**src/rtl/dac_seq_pkg.sv**
```systemverilog
// dac_seq_pkg: shared widths and state encoding for dac_out_sequencer
package dac_seq_pkg;
    localparam int DAC_DW = 24;
    localparam int PRIME_W = 4;
    localparam int UR_W = 8;
    localparam int UR_CNT_W = 8;
    typedef logic [1:0] state_t;
    localparam state_t IDLE = 2'd0;
    localparam state_t PRIME = 2'd1;
    localparam state_t RUN_R = 2'd2;
    localparam state_t RUN_L = 2'd3;
endpackage

```
**src/rtl/dac_out_sequencer_sat_counter.sv**
```systemverilog
// sat_counter: saturating up-counter; inc with clr together loads 1 so a set beats a clear
module sat_counter #(
    parameter int W = 8
) (
    input  logic         pclk,
    input  logic         rst_n,
    input  logic         inc,
    input  logic         clr,
    output logic [W-1:0] q
);
    always_ff @(posedge pclk)
        if (!rst_n) q <= '0;
        else if (inc) q <= clr ? W'(1) : (&q ? q : q + 1'b1);
        else if (clr) q <= '0;
endmodule

```
**src/rtl/dac_out_sequencer.sv**
```systemverilog
// dac_out_sequencer: paces stereo FIFO frames onto the DAC word bus, left then right per frame
// DAC_OUT_SEQ_UNDERRUN_CNT_EN builds the saturating underrun_cnt; otherwise it reads 0.
module dac_out_sequencer
    import dac_seq_pkg::*;
#(
    parameter int DW = DAC_DW,
    parameter int START_DELAY = 2,
    parameter int MAX_UNDERRUN = 4
) (
    input  logic                pclk,
    input  logic                rst_n,
    input  logic                outclk,
    input  logic                fifo_empty,
    input  logic [2*DW-1:0]     fifo_rdata,
    output logic                fifo_ren,
    input  logic                mute,
    input  logic                underrun_clr,
    output logic [DW-1:0]       dout,
    output logic                dout_ch,
    output logic                dout_en,
    output logic                underrun,
    output logic [UR_CNT_W-1:0] underrun_cnt
);
    state_t              state;
    logic [2*DW-1:0]     frame_q;
    logic [PRIME_W-1:0]  prime_cnt;
    logic [UR_W-1:0]     ur_cnt;
    logic                prime_done, capture, ur_evt, ur_last, prime_inc, prime_clr;
    always_comb begin
        prime_done = prime_cnt == PRIME_W'(START_DELAY);
        capture    = outclk && !fifo_empty && (state == RUN_L || (state == PRIME && prime_done));
        ur_evt     = outclk && fifo_empty && state == RUN_L;
        ur_last    = ur_evt && ur_cnt == UR_W'(MAX_UNDERRUN - 1);
        fifo_ren   = rst_n && capture;
        prime_inc  = outclk && !fifo_empty && (state == IDLE || (state == PRIME && !prime_done));
        prime_clr  = outclk && (state == IDLE || (state == PRIME && (fifo_empty || prime_done)));
    end
    sat_counter #(.W(PRIME_W)) u_prime_cnt (
        .pclk(pclk), .rst_n(rst_n), .inc(prime_inc), .clr(prime_clr), .q(prime_cnt)
    );
    sat_counter #(.W(UR_W)) u_ur_cnt (
        .pclk(pclk), .rst_n(rst_n), .inc(ur_evt), .clr(capture), .q(ur_cnt)
    );
`ifdef DAC_OUT_SEQ_UNDERRUN_CNT_EN
    sat_counter #(.W(UR_CNT_W)) u_underrun_cnt (
        .pclk(pclk), .rst_n(rst_n), .inc(ur_evt), .clr(underrun_clr), .q(underrun_cnt)
    );
`else
    assign underrun_cnt = '0;
`endif
    always_ff @(posedge pclk)
        if (!rst_n) begin
            state    <= IDLE;
            frame_q  <= '0;
            dout     <= '0;
            dout_ch  <= 1'b0;
            dout_en  <= 1'b0;
            underrun <= 1'b0;
        end else begin
            if (ur_evt || underrun_clr) underrun <= ur_evt;
            if (capture) begin
                frame_q <= fifo_rdata;
                dout    <= mute ? '0 : fifo_rdata[2*DW-1:DW];
                dout_ch <= 1'b0;
                dout_en <= 1'b1;
                state   <= RUN_R;
            end else if (ur_evt) begin
                // zero frame keeps channel alignment; the right slot replays the cleared frame_q
                frame_q <= '0;
                dout    <= '0;
                dout_ch <= 1'b0;
                dout_en <= !ur_last;
                state   <= ur_last ? IDLE : RUN_R;
            end else if (outclk) begin
                case (state)
                    IDLE: begin
                        dout_en <= 1'b0;
                        state   <= fifo_empty ? IDLE : PRIME;
                    end
                    PRIME: state <= fifo_empty ? IDLE : PRIME;
                    RUN_R: begin
                        dout    <= mute ? '0 : frame_q[DW-1:0];
                        dout_ch <= 1'b1;
                        state   <= RUN_L;
                    end
                    default: ;
                endcase
            end
        end
endmodule

```
**config.mk**
```make
export PLATFORM = sky130hd
export DESIGN_NAME = dac_out_sequencer
export DESIGN_NICKNAME = d
export VERILOG_FILES = /design/src/rtl/dac_seq_pkg.sv /design/src/rtl/dac_out_sequencer_sat_counter.sv /design/src/rtl/dac_out_sequencer.sv
export SDC_FILE = /design/constraint.sdc
export NUM_CORES = 1
export LEC_CHECK = 0
export CORE_ASPECT_RATIO = 1.5
export CORE_MARGIN = 3
export CORE_UTILIZATION = 42
export CTS_CLUSTER_DIAMETER = 60
export DETAILED_ROUTE_END_ITERATION = 16
export PLACE_DENSITY = 0.76
export SLEW_MARGIN = 40
export SYNTH_ARGS = -nofsm -noshare
export SYNTH_HDL_FRONTEND = slang
export SYNTH_HIERARCHICAL = 1
export SYNTH_SLANG_ARGS = --single-unit
```
**constraint.sdc**
```tcl
create_clock -name pclk -period 2.05 [get_ports pclk]
set_input_delay 0.205 -clock pclk [delete_from_list [all_inputs] [get_ports pclk]]
set_output_delay 0.205 -clock pclk [all_outputs]
set_load 0.1 [all_outputs]
```
# After elaboration in Yosys (flattened, before gate mapping)
# Index checks and enable logic that the tools add are counted.
# totals
register_bits,65
out_inout_bits,36
word_cells,85
# classes
addsub,2
n_eq_ne,7
mux,26
reduce_logical,40
bitwise,1
# ops
op,n
two-way mux 24 bit,8
two-way mux 8 bit,4
two-way mux 4 bit,4
AND reduction 2 bit,7
nonzero test 3 bit,4
logical AND 1 bit,11
adder 8 x 1 -> 8 bit (second input constant),1
== test 8 x 2 -> 1 bit (second input constant),1
two-way mux 2 bit,4
AND reduction 8 bit,1
nonzero test 2 bit,3
logical OR 1 bit,5
two-way mux 1 bit,5
adder 4 x 1 -> 4 bit (second input constant),1
== test 2 bit (second input constant),2
== test 4 x 2 -> 1 bit (second input constant),1
inequality test 2 x 1 -> 1 bit (second input constant),2
one-hot mux 2 bit (2 select lines),1
AND reduction 4 bit,1
nonzero test 4 bit,1
OR reduction 2 bit,2
zero test 1 bit,3
OR reduction 3 bit,1
== test 2 x 1 -> 1 bit (second input constant),1
2 further kinds,2

# Longest topological paths before layout
# depth
ltp_word,7
mapped_depth,8

# Hierarchy
# Netlist, hierarchy kept.
# by_module_without_submodules
module,n_inst,area_each_um2,cells_each,seq_area_each_um2
dac_out_sequencer,1,2259.7,197,1061.0
sat_counter (u_ur_cnt),1,455.4,51,160.2
sat_counter (u_prime_cnt),1,198.9,23,80.1

# Worst setup path after synthesis
# No wires, ideal clock.
# synth_timing
kind,register -> register
start,register u_prime_cnt.q[0]
end,register frame_q[15]
period_less_slack_ns,2.067
path_slack_ns,-0.017
path_buffers,2
path_stages_with_launch,7
setup_time_ns,0.060
required_ns,1.990
arrival_time_ns,2.008
path_cell_list,dfxtp_1 or4b_4 a21oi_2 and2_1 buf_2 buf_4 a22o_1
# synth_via
elab_chain_cells,5
elab_cells_between_ends,6
# synth_rtl
item,line,text
"start, declared",dac_out_sequencer_sat_counter.sv:9,output logic [W-1:0] q
"start signal, assigned",dac_out_sequencer_sat_counter.sv:13,else if (inc) q <= clr ? W'(1) : (&q ? q : q + 1'b1);
== test 4 x 2 -> 1 bit *,dac_out_sequencer.sv:30,prime_done = prime_cnt == PRIME_W'(START_DELAY);
logical AND 1 bit *,dac_out_sequencer.sv:31,capture = outclk && !fifo_empty && (state == RUN_L || (state == PRIME && prime_done));
logical OR 1 bit *,dac_out_sequencer.sv:31,
logical AND 1 bit *,dac_out_sequencer.sv:31,
two-way mux 24 bit / nonzero test 2 bit (equally long branches),n/a,
"end signal, assigned",dac_out_sequencer.sv:62,frame_q <= fifo_rdata;
"end, declared",dac_out_sequencer.sv:25,logic [2*DW-1:0] frame_q;
# Every way passes the cells marked *; elsewhere a longest branch is shown, timed or not.
# A chain may end at the register's enable or synchronous reset.

# Worst setup path after layout
# layout_timing
start,register u_prime_cnt.q[0]
end,register dout[11]
# layout_via
elab_chain_cells,6
elab_cells_between_ends,8
# layout_rtl
item,line,text
== test 4 x 2 -> 1 bit *,dac_out_sequencer.sv:30,
logical AND 1 bit *,dac_out_sequencer.sv:31,
logical OR 1 bit *,dac_out_sequencer.sv:31,
logical AND 1 bit *,dac_out_sequencer.sv:31,
nonzero test 3 bit (no source line),n/a,
AND reduction 2 bit (no source line),n/a,
"end signal, assigned",dac_out_sequencer.sv:63,dout <= mute ? '0 : fifo_rdata[2*DW-1:DW];
"end signal, assigned",dac_out_sequencer.sv:82,dout <= mute ? '0 : frame_q[DW-1:0];
"end, declared",dac_out_sequencer.sv:18,"output logic [DW-1:0] dout,"
# Marked as above.

==> results.json <==
{
  "outcome": "complete, no violations",
  "antenna_found_initial": 0,
  "arrival_ns": 2.26,
  "start_util": 0.440,
  "crit_required_ns": 2.32,
  "root_buffer": "clkbuf_8",
  "drv_cap": 0,
  "fill_cells": 566,
  "rsz0062_at_grt": "no",
  "core_um2": 6620,
  "synth_cells": 271,
  "io_pins": 90,
  "yosys.area.top_type": "dfxtp_1",
  "antenna_cells": 0,
  "maxSlewViolCount": 0,
  "hp-start": "fifo_rdata[1]",
  "final.setup.tns_ns": 0,
  "powerDensity_nw_per_um2": 673,
  "ys_warn_count": 6,
  "r2r-end": "dout[11]",
  "synth.area.top_cells": "dfxtp_1 45%, o2bb2ai_2 9.8%, a22o_1 7.2%",
  "final-hold-violation-count": 0,
  "crit_path_cell_trace": "or4b_4, or2_1, a211o_4, o2bb2ai_1",
  "clk_path_buf_depth": 2,
  "final_antenna_net_count": 0,
  "cellLeakagePower_nw": 1.48,
  "critical_path_class": "reg -> reg",
  "cts_tree": "yes",
  "cp_slowest_cell": "or4b_4",
  "relSlewSlack": 0.665,
  "slowest_delay_ns": 0.58,
  "die_w_um": 74.0,
  "vias": 2615,
  "worst_slew_pin_slew_ns": 0.501,
  "ys_types": 51,
  "crit_fanout": 24,
  "worstSkewPairLatency_ns": 0.34,
  "ys_async_sr_fraction": 0,
  "drt_iter0_drc": 198,
  "cts_sinks": 65,
  "drc": 0,
  "grt.overflow.total": 0,
  "skew_ns": 0.00831,
  "final.period_utilization": 0.973,
  "hold_path_depth": 2,
  "worstHoldEndpoint": "frame_q[1]",
  "synth_most_common_cell": "dfxtp_1",
  "setup_viol": 0,
  "hpwl_um": 5320,
  "h-tree-depth": 3,
  "hold_path_class": "in -> reg",
  "fp.dieH_um": 108,
  "drive_gt1_frac": 0.261,
  "clk_pin_slew_worst_paths_ns": 0.08,
  "grt_pass1_vias": 2693,
  "r2r_setup_slack_ns": 0.06,
  "synth_top_flop_cell": "dfxtp_1",
  "grt_start_max_net_pins": 25,
  "rows": 36,
  "synth_top_area_share": 0.447,
  "design.die.area_um2": 7990,
  "post_drt_wl_per_cell_um": 17.4,
  "numCtsBuffers": 9,
  "reg2reg_depth": 4,
  "startpoint_type": "flop",
  "grt_pass1_wl_um": 13000,
  "cp-startpoint": "u_prime_cnt/q[0]",
  "gp_congestion": 0.783,
  "endpoint_kind": "flop",
  "port_buffers": 81,
  "grtUsageTotal": 0.207,
  "drt-total-wl_um": 7730,
  "syn_to_final_growth_pct": 37.7,
  "synth_common_cells": "65 x dfxtp_1, 24 x a22o_1, 24 x a32oi_1",
  "synth_edf_count": 0,
  "drtPass1Iterations": 4,
  "synth-seq-area-share": 0.447,
  "finalCriticalPeriod_ns": 1.99,
  "synth_seq_cells": 65,
  "synth_area_um2": 2910,
  "path_buf_inv": 0,
  "nets": 419,
  "max_freq_ghz": 0.502,
  "holdBufCountCts": 0,
  "via_per_inst": 5.89,
  "critPathTopFamily": "simple AND/OR/NAND/NOR gates",
  "syn_area_per_cell_um2": 10.8,
  "worst-path-stages": 4,
  "fin_util": 0.606,
  "ir_worst_vdd_mv": 0.447,
  "r2r-start": "u_prime_cnt/q[0]"
}
[how the worst max path moves through the flow]
stage,endpoint
after CTS,fifo_ren
after floorplan,u_ur_cnt/q[4]
after global placement,u_ur_cnt/q[4]
after global routing,dout[11]
final,dout[11]
after detailed placement,u_ur_cnt/q[4]
[registers in the layout, summed over array words and instances (netlist names)]
name,flops
dout_ch,1
u_prime_cnt/q,4
state,2
u_ur_cnt/q,8
dout,24
underrun,1
dout_en,1
frame_q,24
[layer usage]
| layer | part of all wire | global-route usage |
|---|---|---|
| met5 | 0 | 0 |
| met4 | 0.027 | 0.0777 |
| met3 | 0.065 | 0.0642 |
| met2 | 0.52 | 0.345 |
| met1 | 0.39 | 0.247 |
[area by class of cell]
type,instances,area (um2),share of cell area
multi-input combinational,178,1440,0.360
sequential,65,1300,0.324
timing repair buffer,103,931,0.232
clock buffer,9,124,0.0309
clock inverter,7,95.1,0.0237
tap,76,95.1,0.0237
inverter,6,22.5,0.00561
[report_power, final]
part           switching (mW)  internal [mW]
clock network           0.508          0.684
logic                   0.132          0.112
registers             0.00132           1.26
[per-stage QoR]
stage                     std cells  power (mW)  hold slack, ns  setup WS [ns]  area (um2)
after detailed placement        427        1.54           0.454         0.0646        3770
final                           444        2.70           0.461         0.0562        4010
after global routing            444        2.80           0.467        0.00349        4010
after floorplan                 278        1.42           0.338         0.0474        2940
after global placement          427        1.54           0.448          0.131        3770
after CTS                       444        2.72           0.448         0.0189        4000
[cell usage in the layout (no fill, tap or decap), drive strengths merged, types with 2 or more instances in the layout]
master,n
bufinv,2
nand2,14
nand2b,5
clkinv,4
nand4,5
a211oi,2
buf,50
a32oi,24
or2,2
o21bai,2
mux2i,2
a31oi,3
ha,2
nor2,5
and3,4
o21ai,9
o2bb2ai,24
or4b,2
inv,6
dfxtp,65
clkdlybuf4s50,53
a21boi,2
conb,8
a21oi,14
nor2b,2
nor3,3
clkbuf,9
nand3b,2
nand3,4
a22o,24
nor4b,2
[what timing repair did]
item                                    in CTS  in global routing
pin swaps                                    0                  2
endpoints found under the setup margin       1                  2
resized for setup                            2                  1
setup buffers                                1                  0
hold endpoints to repair                     0                  0
[logic make-up (layout without fill, tap and decap cells)]
group | after synthesis | in the layout | share of synthesized area
AO/OA/AOI/OAI | 110 | 110 | 0.351
adder cells (fa/ha/maj) | 2 | 2 | 0.00859
buffers and inverters | 35 | 125 | 0.0730
flip-flops | 65 | 65 | 0.447
multiplexers | 2 | 2 | 0.00687
other | 1 | 8 | 0.00129
AND/OR/NAND/NOR | 56 | 56 | 0.113
Power figures use the tool's default switching activity.
